### src/rtl/if_id_stage.sv
// IF/ID pipeline register: valid/ready handshake, synchronous flush, NOP bubble when empty.
// Optional two-entry skid buffer enabled by defining IF_ID_SKID_EN (registered in_ready).
module if_id_stage #(
  parameter int unsigned              INST_W   = 32,
  parameter int unsigned              PC_W     = 32,
  parameter logic [INST_W-1:0]        NOP_INST = INST_W'(32'h0000_0000)
) (
  input  logic              clk,
  input  logic              rst,
  input  logic              in_valid,
  output logic              in_ready,
  input  logic [PC_W-1:0]   in_pc,
  input  logic [INST_W-1:0] in_inst,
  input  logic              flush,
  output logic              out_valid,
  input  logic              out_ready,
  output logic [PC_W-1:0]   out_pc,
  output logic [INST_W-1:0] out_inst,
  output logic [1:0]        occupancy
);

  // state | meaning
  // EMPTY | nothing held, M.inst = NOP_INST
  // ONE   | M holds a word, S empty
  // FULL  | M and S both hold words (skid build only)
  // Encoding is {M.valid, S.valid}; 2'b01 is illegal.
  typedef enum logic [1:0] {
    EMPTY = 2'b00,
    ONE   = 2'b10,
    FULL  = 2'b11
  } state_t;

  state_t            state, state_next;
  logic              m_valid, s_valid;
  logic              in_fire, out_fire;
  logic              m_load_in, m_clear;
  logic [PC_W-1:0]   m_pc;
  logic [INST_W-1:0] m_inst;

`ifdef IF_ID_SKID_EN
  logic              m_load_s, s_load;
  logic [PC_W-1:0]   s_pc;
  logic [INST_W-1:0] s_inst;
`endif

  assign m_valid  = (state != EMPTY);
`ifdef IF_ID_SKID_EN
  assign s_valid  = (state == FULL);
  // Depends only on registered state, so decode back-pressure never reaches fetch combinationally.
  assign in_ready = rst & ~s_valid;
`else
  assign s_valid  = 1'b0;
  assign in_ready = rst & (~m_valid | out_ready);
`endif

  assign in_fire   = in_valid & in_ready;
  assign out_fire  = m_valid & out_ready;
  assign out_valid = m_valid;
  assign out_pc    = m_pc;
  assign out_inst  = m_inst;
  assign occupancy = {1'b0, m_valid} + {1'b0, s_valid};

  always_ff @(posedge clk or negedge rst) begin
    if (!rst) state <= EMPTY;
    else      state <= state_next;
  end

  always_comb begin
    state_next = state;
    m_load_in  = 1'b0;
`ifdef IF_ID_SKID_EN
    m_load_s   = 1'b0;
    s_load     = 1'b0;
`endif
    if (flush) begin
      // Flush wins over both handshakes; fire on either side is still honoured by the peers.
      state_next = EMPTY;
    end else begin
      case (state)
        EMPTY: begin
          if (in_fire) begin
            state_next = ONE;
            m_load_in  = 1'b1;
          end
        end
        ONE: begin
          if (in_fire && out_fire) begin
            m_load_in  = 1'b1;
          end else if (out_fire) begin
            state_next = EMPTY;
`ifdef IF_ID_SKID_EN
          end else if (in_fire) begin
            state_next = FULL;
            s_load     = 1'b1;
`endif
          end
        end
`ifdef IF_ID_SKID_EN
        FULL: begin
          if (out_fire) begin
            state_next = ONE;
            m_load_s   = 1'b1;
          end
        end
`endif
        default: state_next = EMPTY;
      endcase
    end
  end

  assign m_clear = (state_next == EMPTY);

  always_ff @(posedge clk or negedge rst) begin
    if (!rst) begin
      m_pc   <= '0;
      m_inst <= NOP_INST;
    end else if (m_load_in) begin
      m_pc   <= in_pc;
      m_inst <= in_inst;
`ifdef IF_ID_SKID_EN
    end else if (m_load_s) begin
      m_pc   <= s_pc;
      m_inst <= s_inst;
`endif
    end else if (m_clear) begin
      m_inst <= NOP_INST;
    end
  end

`ifdef IF_ID_SKID_EN
  always_ff @(posedge clk or negedge rst) begin
    if (!rst) begin
      s_pc   <= '0;
      s_inst <= '0;
    end else if (s_load) begin
      s_pc   <= in_pc;
      s_inst <= in_inst;
    end
  end
`endif

endmodule

### config.mk
export PLATFORM = sky130hd
export DESIGN_NAME = if_id_stage
export DESIGN_NICKNAME = d
export VERILOG_FILES = /design/src/rtl/if_id_stage.sv
export SDC_FILE = /design/constraint.sdc
export NUM_CORES = 1
export LEC_CHECK = 0
export CAP_MARGIN = 10
export CORE_ASPECT_RATIO = 0.7
export CORE_MARGIN = 2
export CORE_UTILIZATION = 34
export CTS_CLUSTER_DIAMETER = 100
export DETAILED_ROUTE_END_ITERATION = 6
export GPL_TIMING_DRIVEN = 0
export HOLD_SLACK_MARGIN = 0.02
export PLACE_DENSITY = 0.75
export SLEW_MARGIN = 20
export SYNTH_ARGS = -nofsm -noshare
export SYNTH_HDL_FRONTEND = slang
export SYNTH_SLANG_ARGS = --single-unit
### constraint.sdc
create_clock -name clk -period 1.56 [get_ports clk]
set_clock_uncertainty 0.15 [all_clocks]
set_input_delay 0.312 -clock clk [delete_from_list [all_inputs] [get_ports clk]]
set_output_delay 0.312 -clock clk [all_outputs]
set_load 0.01 [all_outputs]
-- Word level (Yosys, flattened, before mapping)
Index checks and enable logic that the tools add are counted.
- output and inout port bits: 68
- register bits after elaboration: 66
- input port bits: 69
- word-level logic and storage cells: 25
- bitwise gates (word level): 5
- mux-type cells: 11
- reduce and logical (&&, ||, !) cells: 5
- eq/ne operators: 1
- operators with widths (cell ; count):
    $mux W32 ; 2
    $mux W2 ; 4
    $logic_not A2 Y1 ; 2
    $pmux W2 S2 ; 1
    $reduce_bool A2 Y1 ; 2
    $and A1 B1 Y1 ; 3
    $mux W1 ; 3
    $eq A2 B2 Y1 const B ; 1
    $pmux W1 S2 ; 1
    $logic_and A1 B1 Y1 ; 1
    $not A1 Y1 ; 1
    $or A1 B1 Y1 ; 1

-- Depth between registers and ports, before layout
Gate-level depths: netlist (run 1).
- depth after elaboration: 12
- mapped depth: 5
- gate-level depth less buffers: 3

-- Least setup slack after synthesis (run 1)
No wires, ideal clock.
- path kind: reg2reg
- start point: register state[0]
- end point: register m_pc[0], in the netlist out_pc[0]
- period minus slack after synthesis: 1.579 ns
- required time: 1.283 ns
- stages on the path, launching flop included: 5
- setup time: 0.127 ns
- buffers on the path: 2
- setup slack: -0.019 ns
- arrival: 1.302 ns
- cell sequence: dfrtp_1 nor4b_4 buf_6 buf_6 mux2_1
- word-level cells in the longest chain between the ends: 9
- elaborated cells on any way between the ends: 13
- classes of those cells: 1 x eq/ne; 4 x mux; 5 x bitwise; 3 x reduce/logical
- RTL lines (item ; line ; text):
    start, declared ; 33 ; state_t state, state_next;
    start signal, assigned ; 65 ; else state <= state_next;
    $reduce_bool A2 Y1 ; 46 ; assign m_valid = (state != EMPTY);
    $not A1 Y1 ; 53 ; assign in_ready = rst & (~m_valid | out_ready);
    $or A1 B1 Y1 ; 53 ;
    $and A1 B1 Y1 ; 53 ;
    $and A1 B1 Y1 ; 56 ; assign in_fire = in_valid & in_ready;
    $logic_and A1 B1 Y1 ; 87 ; if (in_fire && out_fire) begin
    $mux W1 ; 87 ;
    $pmux W1 S2 (*) ; 79 ; case (state)
    $mux W1 (*) ; 75 ; if (flush) begin
    end signal, assigned ; 118 ; m_pc <= in_pc;
    end, declared ; 37 ; logic [PC_W-1:0] m_pc;
Every way passes the cells marked *; elsewhere a longest branch is shown, timed or not.
A chain may end at the register's enable or synchronous reset.

-- Final worst setup path (run 1)
- start point: input flush
- end point: register m_pc[6], in the netlist out_pc[6]
- word-level cells in the longest chain between the ends: 1
- RTL lines (item ; line ; text):
    start, declared ; 14 ; input logic flush,
    $mux W1 ; 75 ;
Every way passes these cells.

==> impl_metrics.yaml, run 1 <==
run_status:
  run_status: "complete, but fails checks"
  violations: "setup timing"
routing:
  drt_pre_antenna_iters: 6
  detail_route.wirelength_mm: 7.27
  routed_via_density: 4.63
  ant_nets: 0
  drc: 0
  routed_wire_length_per_instance_microns: 17.7
  drt_iter0_drc: 38
  num_vias: 1898
synthesis:
  synthDominantAreaCellType: "sky130_fd_sc_hd__dfrtp_1"
  post_synth_mux_area_share: 0.147
  synthesis.yosys.warnings: 0
  ys_seq_elements: 66
  main_flop_type_after_synthesis: "sky130_fd_sc_hd__dfrtp_1"
  synth-edff-count: 0
  synth_cell_types: 17
  post_synth_fa_ha_maj_area_fraction: 0
  synthTopCellsByArea: "sky130_fd_sc_hd__dfrtp_1 (67%), sky130_fd_sc_hd__mux2_1 (13%), sky130_fd_sc_hd__a22o_1 (11%), sky130_fd_sc_hd__buf_6 (1.8%), sky130_fd_sc_hd__mux2_2 (1.8%)"
  library_cell_with_the_highest_instance_count_after_synthesis: "sky130_fd_sc_hd__dfrtp_1"
  ys_seq_area_frac: 0.672
  synthXorXnorAreaFrac: 0
  netlist_top_cells_count: "sky130_fd_sc_hd__dfrtp_1 (66), sky130_fd_sc_hd__a22o_1 (32), sky130_fd_sc_hd__mux2_1 (28), sky130_fd_sc_hd__buf_6 (4), sky130_fd_sc_hd__mux2_2 (4)"
  synth_area_per_cell_sq_um: 16.3
  synthDominantCellAreaShare: 0.672
  synthArstFlopShare: 1.00
  synth_top_family_by_area: "multiplexers"
  synth_compound_gate_area_share: 0.120
  netlist_area_sq_um: 2460
  netlist_instances: 151
  yosys.area_share.simple: 0.0234
job:
  maxCapViolations: 0
cts:
  clock_sink_count: 66
  tritoncts.num_buffers: 9
  clock_tree.htree_level_count: 3
  ctsLongestPathBuffers: 2
  clk_latency_ns: 0.33
  cts_root_buf: "sky130_fd_sc_hd__clkbuf_8"
  tritoncts_clock_tree: "built"
  cts.clk_slew.worst_paths_ns: 0.07
die:
  core.rowCount: 25
  floorplan.core_area_sq_um: 6880
  ios: 137
  die_area_sq_um: 7940
  die_h_microns: 75.1
  initial_utilization: 0.357
  die-width_microns: 106
sta:
  final.hold.worst_slack_ns: 0.0393
  report.final.setup_viol: 67
  setup-tns-final_ns: -7.01
  finalCriticalPeriod_ns: 1.77
  timing.final.max_slew_violations: 0
  layout_setup_ws_ns: -0.213
  period_utilization: 1.14
  worst_slew_pin_slew_ns: 0.705
  max_freq_ghz: 0.564
  rsz0062_at_grt: "true"
  report.final.hold_viol_count: 0
  slew_headroom: 0.530
power:
  p_int_mw: 3.14
  combinationalPowerShare: 0.240
  power.density_cell_area_nw_per_um2: 968
  power.static_leakage_nw: 2.21
  p_seq_frac: 0.476
  switchingPower_mw: 1.11
  largest_voltage_drop_on_the_vdd_net_mv: 0.467
  power_switching_share: 0.262
  power.clock.fraction: 0.284
placed_design:
  gp_routability_congestion: 0.707
  detailed_placement_hpwl_mm: 4.66
  buffer_ports.inserted: 135
final_layout:
  drive_gt1_frac: 0.244
  fillCellCount: 555
  num_antenna_cells: 0
  finalNetCount: 380
  area_growth_pct: 78.8
grt:
  maximum_number_of_pins_on_one_net_before_global_route_repair: 27
  antenna_found_initial: 0
  grt_overflow: 0
  vias_in_the_first_global_route: 2043
  grt_pass1_wl_mm: 11.0
  gr-usage-all-layers: 0.187
critical_path:
  critical-path-top-delay-family: "buffers and inverters"
  reg2reg_depth: 6
  critical_path.startpoint_type: "primary input"
  worst-path-buf-inv: 3
  reg2reg_from: "state[1]"
  arrival_ns: 1.83
  critical_path.max_stage_delay_ns: 0.49
  timing.critical_path.cells: "clkdlybuf4s50_1 > nor4b_4 > buf_6 > clkbuf_16 > mux2_4"
  worstReg2RegEnd: "out_pc[6]"
  setup.worst_path.end_class: "register"
  critical_path.max_fanout: 7
  reg2reg_setup_slack_ns: -0.20
  critical-path-slowest-cell: "sky130_fd_sc_hd__clkdlybuf4s50_1"
  timing.setup.critical_path_class: "in -> reg"
  cp.required_ns: 1.62
  critical_path_cell_count: 5
min_path:
  hp-class: "in -> async"
per-layer routing:
| layer | up-vias | routed length, microns | GRT usage |
|---|---|---|---|
| met4 | 0 | 68 | 0.0526 |
| met3 | 6 | 520 | 0.0771 |
| met1 | 929 | 3230 | 0.232 |
| li1 | 878 | - | - |
| met5 | - | 0 | 0 |
| met2 | 85 | 3450 | 0.308 |
registers in the layout (all words and copies together) (netlist names):
name,cells
out_inst,32
out_pc,32
state,2
cell type report:
| type | instances | area (sq um) | share of cell area |
|---|---|---|---|
| Buffer | 12 | 124 | 0.0282 |
| Clock buffer | 11 | 131 | 0.0299 |
| Clock inverter | 5 | 31.3 | 0.00712 |
| Inverter | 1 | 3.75 | 0.000854 |
| Multi-Input combinational cell | 73 | 838 | 0.191 |
| Sequential cell | 66 | 1650 | 0.376 |
| Tap cell | 94 | 118 | 0.0268 |
| Timing Repair Buffer | 148 | 1500 | 0.340 |
worst max path at each step:
stage	slack (ns)	startpoint	to
finish	-0.21	flush	out_pc[6]
global route	-0.26	state[1]	out_pc[6]
CTS	-0.20	state[1]	out_pc[11]
floorplan	0.002	state[0]	out_pc[0]
global placement	-3.14	rst	out_pc[21]
detailed placement	-0.73	rst	out_pc[24]
cell families (layout without fill, tap and decap cells):
| group | count (synthesis) | in the layout |
|---|---|---|
| flops | 66 | 66 |
| other cells | 1 | 2 |
| buf+inv | 13 | 177 |
| compound gates | 34 | 34 |
| mux | 32 | 32 |
| simple gates | 5 | 5 |
worst reg2reg max path, stage by stage (launching register included):
cell and delay [ns]:
sky130_fd_sc_hd__dfrtp_1 0.39, sky130_fd_sc_hd__buf_6 0.13, sky130_fd_sc_hd__nand2b_4 0.07, sky130_fd_sc_hd__nor4b_4 0.23
sky130_fd_sc_hd__buf_6 0.22, sky130_fd_sc_hd__clkbuf_16 0.17, sky130_fd_sc_hd__mux2_4 0.29
repair_timing:
item                                    CTS  global route
hold buffers                              3             0
pin swaps                                 2             2
buffers inserted                          5             1
gates resized for setup                 114            22
endpoints found under the setup margin  131            93
cloned                                    3             2
endpoints found under the hold margin    66             0
stage by stage:
stage / power (mW) / instance area, sq um / util / cells / setup WS [ns]
finish: 4.25 / 4400 / 0.639 / 410 / -0.213
global route: 4.47 / 4400 / 0.639 / 410 / -0.263
CTS: 4.19 / 4280 / 0.621 / 409 / -0.197
detailed placement: 3.01 / 3960 / 0.575 / 382 / -0.730
global placement: 2.98 / 3930 / 0.571 / 381 / -3.14
floorplan: 2.32 / 2460 / - / 152 / 0.00179
power groups by stage:
stage / Sequential (mW) / Combinational, mW / Clock (mW)
floorplan: 2.14 / 0.182 / 0
global placement: 2.03 / 0.945 / 0
detailed placement: 2.04 / 0.969 / 0
CTS: 2.01 / 0.931 / 1.25
global route: 2.05 / 1.09 / 1.33
finish: 2.02 / 1.02 / 1.21
placed cells by master, fill, tap and decap left out, drive strengths merged, types with 2 or more instances in the layout:
cell type      synthesis  layout
a22o                  32      32
clkbuf                 3      16
dlygate4sd2            0      66
buf                    9      21
conb                   1       2
clkinv                 0       4
dfrtp                 66      66
mux2                  32      32
clkdlybuf4s50          0      65
Power figures use the tool's default switching activity.
==> run 2: changes to the inputs <==
--- a/config.mk
+++ b/config.mk
@@ -13,6 +13,7 @@
 export DETAILED_ROUTE_END_ITERATION = 6
 export GPL_TIMING_DRIVEN = 0
 export HOLD_SLACK_MARGIN = 0.02
+export MAX_ROUTING_LAYER = met4
 export PLACE_DENSITY = 0.75
 export SLEW_MARGIN = 20
 export SYNTH_ARGS = -nofsm -noshare
==> impl_metrics.yaml, run 2 (synthesized netlist as in run 1, its figures left out) <==
cts:
  cts.clk_slew.worst_paths_ns: 0.07
  tritoncts_clock_tree: "built"
  ctsLongestPathBuffers: 2
  clock_sink_count: 66
  cts_root_buf: "sky130_fd_sc_hd__clkbuf_8"
  clk_latency_ns: 0.33
  tritoncts.num_buffers: 9
  clock_tree.htree_level_count: 3
placed_design:
  dp.cells: 382
  post_place_worst_slack_ns: -0.730
  gp_routability_congestion: 0.715
  detailed_placement_hpwl_mm: 4.66
  detailed_place.area_sq_um: 3960
  buffer_ports.inserted: 135
final_layout:
  drive_gt1_frac: 0.244
  num_antenna_cells: 0
  finish.utilization: 0.639
  final_area_sq_um: 4400
  area_growth_pct: 78.8
  most_common_cell_after_layout_fill_and_taps_aside: "sky130_fd_sc_hd__dlygate4sd2_1"
  number_of_standard_cells_in_the_final_layout_excluding_fillers: 410
  finalNetCount: 380
  layout_common_cells: "sky130_fd_sc_hd__dlygate4sd2_1 (66), sky130_fd_sc_hd__clkdlybuf4s50_1 (65), sky130_fd_sc_hd__dfrtp_1 (65), sky130_fd_sc_hd__a22o_1 (32), sky130_fd_sc_hd__mux2_4 (30)"
critical_path:
  critical_path.max_stage_delay_ns: 0.49
  critical_path.startpoint_type: "primary input"
  setup.worst_path.end_class: "register"
  critical-path-top-delay-family: "buffers and inverters"
  critical_path.max_fanout: 7
  worst-path-buf-inv: 3
  arrival_ns: 1.84
  critical-path-slowest-cell: "sky130_fd_sc_hd__clkdlybuf4s50_1"
  timing.setup.critical_path_class: "in -> reg"
  cp.required_ns: 1.62
  timing.critical_path.cells: "clkdlybuf4s50_1 > nor4b_4 > buf_6 > clkbuf_16 > mux2_4"
min_path:
  hp-class: "in -> async"
die:
  initial_utilization: 0.357
  die-width_microns: 106
  die_h_microns: 75.1
  die_area_sq_um: 7940
  floorplan.core_area_sq_um: 6880
  core.rowCount: 25
  ios: 137
grt:
  grt_pass1_wl_mm: 10.9
  vias_in_the_first_global_route: 2043
  antenna_found_initial: 0
  maximum_number_of_pins_on_one_net_before_global_route_repair: 27
  gr-usage-all-layers: 0.193
  grt_overflow: 0
run_status:
  violations: "setup timing"
  run_status: "complete, but fails checks"
sta:
  slew_headroom: 0.530
  finalCriticalPeriod_ns: 1.77
  layout_setup_ws_ns: -0.214
  period_utilization: 1.14
  timing.final.max_slew_violations: 0
  report.final.setup_viol: 67
  rsz0062_at_grt: "true"
  max_freq_ghz: 0.564
  report.final.hold_viol_count: 0
  worst_slew_pin_slew_ns: 0.705
routing:
  drc: 0
  num_vias: 1903
  drt_iter0_drc: 43
  drt_pre_antenna_iters: 4
  routed_wire_length_per_instance_microns: 17.8
  ant_nets: 0
  routed_via_density: 4.64
  detail_route.wirelength_mm: 7.28
job:
  maxCapViolations: 0
power:
  largest_voltage_drop_on_the_vdd_net_mv: 0.464
  power.static_leakage_nw: 2.21
  p_total_mw: 4.26
  power.density_cell_area_nw_per_um2: 968
==> run 2: worst reg2reg max path, stage by stage, from the launching register on <==
cell                        delay, ns
sky130_fd_sc_hd__dfrtp_1         0.39
sky130_fd_sc_hd__buf_6           0.13
sky130_fd_sc_hd__nand2b_4        0.07
sky130_fd_sc_hd__nor4b_4         0.23
sky130_fd_sc_hd__buf_6           0.22
sky130_fd_sc_hd__clkbuf_16       0.17
sky130_fd_sc_hd__mux2_4          0.30
==> run 2: path summary, 6_finish.rpt <==
path	slack (ns)	startpoint	to	cells past startpoint
worst max-delay path	-0.21	flush	out_pc[6]	5
worst min-delay path	0.04	rst	out_pc[3]	2
worst max register to register	-0.21	state[1]	out_pc[6]	6
worst min register to register	0.33	out_pc[7]	out_pc[7]	1
max in group asynchronous	0.46	rst	out_inst[28]	3
min in group clk	0.25	rst	state[1]	4
==> run 2: through the flow <==
step	setup TNS, ns	hold slack, ns
floorplan	0	-0.134
global placement	-344.19	0.316
detailed placement	-40.17	0.0365
CTS	-7.66	0.233
global route	-12.35	0.0966
finish	-7.03	0.0384
==> run 2: final cells by class <==
type	instances	area, sq um
Buffer	12	124
Clock buffer	11	131
Clock inverter	5	31.3
Fill cell	555	2490
Inverter	1	3.75
Multi-Input combinational cell	73	838
Sequential cell	66	1650
Tap cell	94	118
Timing Repair Buffer	148	1500
==> run 2: timing repair <==
action | 4_1_cts | 5_1_grt
setup buffers | 5 | 1
gates resized for setup | 114 | 22
endpoints found under the hold margin | 66 | 0
pin swaps | 2 | 2
endpoints found under the setup margin | 131 | 93
gates cloned | 3 | 2
hold buffers | 3 | 0
==> run 2: per-layer routing <==
layer | wire length [microns] | vias to the layer above | track usage
met5 | 0 | - | -
met4 | 70 | 0 | 0.0526
met3 | 522 | 8 | 0.0762
met2 | 3420 | 83 | 0.309
met1 | 3260 | 935 | 0.232
li1 | - | 877 | -
==> run 2: where the power goes <==
part | leakage [nW] | internal, mW | total (mW) | switching, mW
clock | 0.0831 | 0.571 | 1.21 | 0.638
sequential | 0.852 | 1.92 | 2.02 | 0.108
combinational | 1.28 | 0.654 | 1.02 | 0.369
total | 2.21 | 3.14 | 4.26 | 1.11
==> variant 1 (settings of run 1) <==
Build with the macro `IF_ID_SKID_EN` defined.
--- a/src/rtl/if_id_stage.sv
+++ b/src/rtl/if_id_stage.sv
@@ -1,5 +1,7 @@
 // IF/ID pipeline register: valid/ready handshake, synchronous flush, NOP bubble when empty.
 // Optional two-entry skid buffer enabled by defining IF_ID_SKID_EN (registered in_ready).
+`define IF_ID_SKID_EN
+
 module if_id_stage #(
   parameter int unsigned              INST_W   = 32,
   parameter int unsigned              PC_W     = 32,
Check against the original RTL: not equivalent (Yosys sat finds a counterexample within 4 cycles, from zero or initial values and one cycle with rst low).
==> variant 1 against run 1 <==
  * The flow finishes with violations (hold timing, setup timing)
  * Routed wire length is 120% higher
  * Power is 150% higher
  * Maximum frequency is 16% lower
  * Area after synthesis is 130% higher
  * Setup slack worse by 0.34 ns
  * Sequential cell count is 64 higher
  * Count of clock-buffer cells in the layout is 8 higher
  * Via count is 130% higher
  * Cell area is 97% higher
  * Largest power group unchanged
  * Highest routed layer unchanged
==> variant 1: results (changes against run 1) <==
| Metric | Value |
|---|---|
| Largest net degree at the start of global routing | 68 (was 27) |
| Max incr delay on CP | 0.46 ns (was 0.49 ns) |
| DP Wirelength | 10440 microns (was 4658 microns) |
| Top post-synthesis cells by area | dfrtp_1, mux2_2, a22o_1, a21o_1, a22oi_1 (was dfrtp_1, mux2_1, a22o_1, buf_6, mux2_2) |
| Post-synth ARST share | 100.0% (unchanged) |
| Layout cells sized above 1 | 31.38% (was 24.37%) |
| Clk Latency, worst-skew pair | 0.41 ns (was 0.33 ns) |
| Initial DRT Pass Iterations | 4 (was 6) |
| Final worst setup slack | -0.5496 ns (was -0.2131 ns) |
| Syn Area/Cell | 13.39 sq um (was 16.28 sq um) |
| First-pass GRT wire length | 26050 microns (was 10950 microns) |
| CP endpoint | s_pc[3] (was out_pc[6]) |
| Ant diodes | 0 (unchanged) |
| Worst-path fanout max | 10 (was 7) |
| Worst EP arrival | 2.26 ns (was 1.83 ns) |
| Routed vias | 4381 (was 1898) |
| Post-CTS sizing | 226 (was 114) |
| Global Route Usage Sum | 19.32% (was 18.71%) |
| Clock-pin slew on the worst setup and hold paths | 0.06 ns |
| Met3 wire len | 803 microns (was 520 microns) |
| # port buffers | 136 (was 135) |
| RePlAce Congestion | 0.7845 (was 0.7072) |
| FF-to-FF Start | state[1] (unchanged) |
| CTS Buf Count | 17 (was 9) |
| Final Hold Fails | 97 (was 0) |
| M2 GR Usage | 31.54% (was 30.82%) |
| Slowest cell on crit path | dfrtp_2 (was clkdlybuf4s50_1) |
| Leak Pwr | 3.961 nW (was 2.211 nW) |
| M1 GR Usage | 25.04% (was 23.20%) |
| Cell variety after synth | 29 (was 17) |
| CP delay by family, top | simple AND/OR/NAND/NOR gates (was buffers and inverters) |
| DR top layer | met4 (unchanged) |
| Failing checks | hold timing, setup timing (was setup timing) |
| HP Class | primary input to async pin (unchanged) |
| Seq/Total Area, Yosys | 57.56% (was 67.18%) |
| Htree depth | 4 (was 3) |
| Crit. Startpoint | state[1] (was flush) |
| Ys Warns | 0 (unchanged) |
| Worst r2r path cells | 6 (unchanged) |
| Hold slack | -0.3681 ns (was 0.03928 ns) |
| Worst vdd ir | 0.7613 mV (was 0.4667 mV) |
| Placed Cells | 784 (was 382) |
| Nets | 677 (was 380) |
| DR iter-0 viols | 275 (was 38) |
| Met3 usage | 5.333% (was 7.706%) |
| Run status | complete, but fails checks (unchanged) |
| Commonest cells in the netlist | dfrtp_1, mux2_2 (was dfrtp_1, a22o_1, mux2_1) |
| Final setup viols | 134 (was 67) |
| Clock tree buffer depth | 2 (unchanged) |
| Initial antenna violation count | 0 (unchanged) |
| M1 WL | 7207 microns (was 3225 microns) |
| # Post-CTS Setup Buffers | 18 (was 5) |
| Final wirelength | 16150 microns (was 7267 microns) |
| Area of placed instances | 7367 sq um (was 3956 sq um) |
| Met2 Routed Length | 7928 microns (was 3453 microns) |
| Worst Tran Pin Value | 0.4831 ns (was 0.7049 ns) |
| Root Buffer | clkbuf_16 (was clkbuf_8) |
| Vias in the first global route | 4807 (was 2043) |
| Finished Layout Cells | 840 (was 410) |
## variant 1: through the flow
step	setup slack [ns]	TNS, ns
floorplan	-0.4288	-45.49
global placement	-5.471	-1353.58
detailed placement	-1.137	-142.72
CTS	-0.5401	-64.07
global route	-0.6101	-73.82
finish	-0.5496	-64.68
## variant 1: report_power, final
part           total (W)  internal (W)  switching (W)
Combinational    0.00213       0.00134       0.000787
Clock            0.00397       0.00243        0.00154
Sequential       0.00452       0.00409       0.000424
## variant 1: final cells by class
cell class	instances	area [sq um]
inverter	3	16.27
fill	1372	7635
buffer	37	427.9
multi-input combinational	252	2420
clock buffer	19	452.9
sequential	130	3256
tap	225	281.5
timing repair buffer	162	1677
clock inverter	12	132.6
## variant 1: kinds of logic after synthesis
| kind of cell | share of synthesized area (%) |
|---|---|
| simple gates | 5.513 |
| mux | 13.02 |
| buf+inv | 5.579 |
| fa+ha+maj | 1.107 |
| compound gates | 17.22 |
| flops | 57.56 |
==> variant 2 (flow settings as in run 1) <==
Made on the original files. Re-encode `state_t` (3 states) as one-hot, 3 bits wide.
--- a/src/rtl/if_id_stage.sv
+++ b/src/rtl/if_id_stage.sv
@@ -24,10 +24,10 @@
   // ONE   | M holds a word, S empty
   // FULL  | M and S both hold words (skid build only)
   // Encoding is {M.valid, S.valid}; 2'b01 is illegal.
-  typedef enum logic [1:0] {
-    EMPTY = 2'b00,
-    ONE   = 2'b10,
-    FULL  = 2'b11
+  typedef enum logic [2:0] {
+    EMPTY = 3'b001,
+    ONE   = 3'b010,
+    FULL  = 3'b100
   } state_t;
 
   state_t            state, state_next;
Check against the original RTL: same outputs for any inputs over 10 cycles, from zero or initial values and one cycle with rst low; not proved beyond that.
==> variant 2 against run 1 <==
  * Final cell count rose by 2.7%
  * Setup slack got worse by 0.19 ns
  * Cell area rose by 1.1%
  * Maximum frequency fell by 9.6%
  * Sequential cell count rose by 1
  * Critical endpoint is now out_pc[11]
  * Utilization fell by 2.3 points
  * Critical path depth rose by 1
  * Synthesized cell count rose by 2.6%
  * Area after synthesis rose by 1.9%
  * The flow finishes with violations (hold timing, setup timing)
  * Power rose by 6.5%
  * Clock power rose by 17%
  * Register-to-register slack got worse by 0.20 ns
  * Routed wire length fell by 7.6%
  * Hold slack got worse by 0.23 ns
==> variant 2: results (changes against run 1) <==
| Metric | Value |
|---|---|
| Run status | complete, but fails checks (unchanged) |
| Failing checks | hold timing, setup timing (was setup timing) |
| Non-clk bufs | 164 (was 160) |
| Post-synth ARST share | 100.0% (unchanged) |
| Clock buffer count | 11 (unchanged) |
| Largest net degree at the start of global routing | 51 (was 27) |
| Leak Pwr | 2.218 nW (was 2.211 nW) |
| #FFs+latches synth | 67 (was 66) |
| Routed vias | 1915 (was 1898) |
| Layout cells sized above 1 | 26.32% (was 24.37%) |
| Hold slack | -0.1866 ns (was 0.03928 ns) |
| Worst Tran Pin Value | 0.8532 ns (was 0.7049 ns) |
| Maximum clock rate | 509.8 MHz (was 564.0 MHz) |
| DP Wirelength | 4410 microns (was 4658 microns) |
| Final setup viols | 69 (was 67) |
| Worst vdd ir | 0.5196 mV (was 0.4667 mV) |
| Initial DRT Pass Iterations | 3 (was 6) |
| Top post-synthesis cells by area | dfrtp_1, mux2_2, a22o_1, mux2_4, buf_2 (was dfrtp_1, mux2_1, a22o_1, buf_6, mux2_2) |
| Root Buffer | clkbuf_8 (unchanged) |
| Vias in the first global route | 2038 (was 2043) |
| Die W | 106.6 microns (was 105.6 microns) |
| Signal buffers share of area | 36.68% (was 36.86%) |
| Tcrit/Tclk final | 125.7% (was 113.7%) |
| Seq/Total Area, Yosys | 66.95% (was 67.18%) |
| RePlAce Congestion | 0.7098 (was 0.7072) |
| Max incr delay on CP | 0.53 ns (was 0.49 ns) |
| First-pass GRT wire length | 10430 microns (was 10950 microns) |
| Setup Slack @ Placement | -0.6136 ns (was -0.7302 ns) |
| HP Class | primary input to async pin (unchanged) |
| Ant diodes | 0 (unchanged) |
| Global Route Usage Sum | 17.19% (was 18.71%) |
| Sequential cell area share | 37.75% (was 37.60%) |
| Final wirelength | 6715 microns (was 7267 microns) |
| Clock network area share | 4.364% (was 3.701%) |
| Final Hold Fails | 47 (was 0) |
| Commonest cells in the netlist | dfrtp_1, a22o_1, mux2_2 (was dfrtp_1, a22o_1, mux2_1) |
| Area of placed instances | 4019 sq um (was 3956 sq um) |
| Setup TNS | -21.42 ns (was -7.006 ns) |
| Hold buffer count at CTS | 1 (was 3) |
| Placed Cells | 390 (was 382) |
| Cell variety after synth | 20 (was 17) |
| Multi-input gates | 75 (was 73) |
| DR iter-0 viols | 55 (was 38) |
| Final Util | 61.54% (was 63.87%) |
| Multi-input gate area | 813.3 sq um (was 838.3 sq um) |
| Final worst setup slack | -0.4017 ns (was -0.2131 ns) |
| Slowest cell on crit path | dfstp_2 (was clkdlybuf4s50_1) |
| Post-Syn Instances | 155 (was 151) |
| CTS Buf Count | 9 (unchanged) |
| Nets | 387 (was 380) |
| Routed wire per std cell | 15.95 microns (was 17.72 microns) |
| Fillers | 629 (was 555) |
[variant 2: changes by cell type in the layout (fill, tap and decap cells not counted), sizes merged, moves of 2 or more]
cell	run 1	this run
clkbuf	16	14
clkdlybuf4s50	65	67
buf	21	29
dlygate4sd2	66	64
nor3b	0	2
[variant 2: final timing paths]
check                       startpoint          end  slack [ns]  cells past startpoint
max                           state[0]   out_pc[11]       -0.40                      6
min                                rst  out_inst[6]       -0.19                      2
max reg2reg                   state[0]   out_pc[11]       -0.40                      6
min reg2reg                out_inst[0]  out_inst[0]        0.35                      1
max in group asynchronous          rst  out_inst[3]        0.21                      2
min in group clk           out_inst[0]  out_inst[0]        0.35                      1
[variant 2: critical path, delay by kind of cell, from the launching register on]
kind | cells | cell delay, ns
compound gates | 1 | 0.25
buf+inv | 3 | 0.42
flops | 1 | 0.53
simple gates | 1 | 0.18
mux | 1 | 0.30
[variant 2: logic make-up after synthesis]
group                  synth area share (%)
multiplexers                          15.28
XOR/XNOR                             0.3495
flip-flops                            66.95
buffers and inverters                 3.594
other                                0.1496
AO/OA/AOI/OAI                         11.98
AND/OR/NAND/NOR                       1.698
[variant 2: where the power goes]
group | internal [W] | total [W] | switching, W
logic | 0.000669 | 0.00104 | 0.000367
registers | 0.00197 | 0.00209 | 0.000121
clock network | 0.000774 | 0.00141 | 0.000632
total | 0.00341 | 0.00453 | 0.00112
[variant 2: what timing repair did]
item,4_1_cts,5_1_grt
resized for setup,105,16
setup buffers,8,3
endpoints found under the setup margin,133,69
hold endpoints to repair,19,47
pin swaps,2,2
gates cloned,3,1
[variant 2: layer usage]
metal | wire length [microns] | vias up | track usage [%]
met5 | 0 | - | 0
met4 | 123 | 0 | 7.648
met3 | 524 | 14 | 6.758
met2 | 2974 | 86 | 25.62
met1 | 3093 | 926 | 22.53
li1 | - | 889 | -
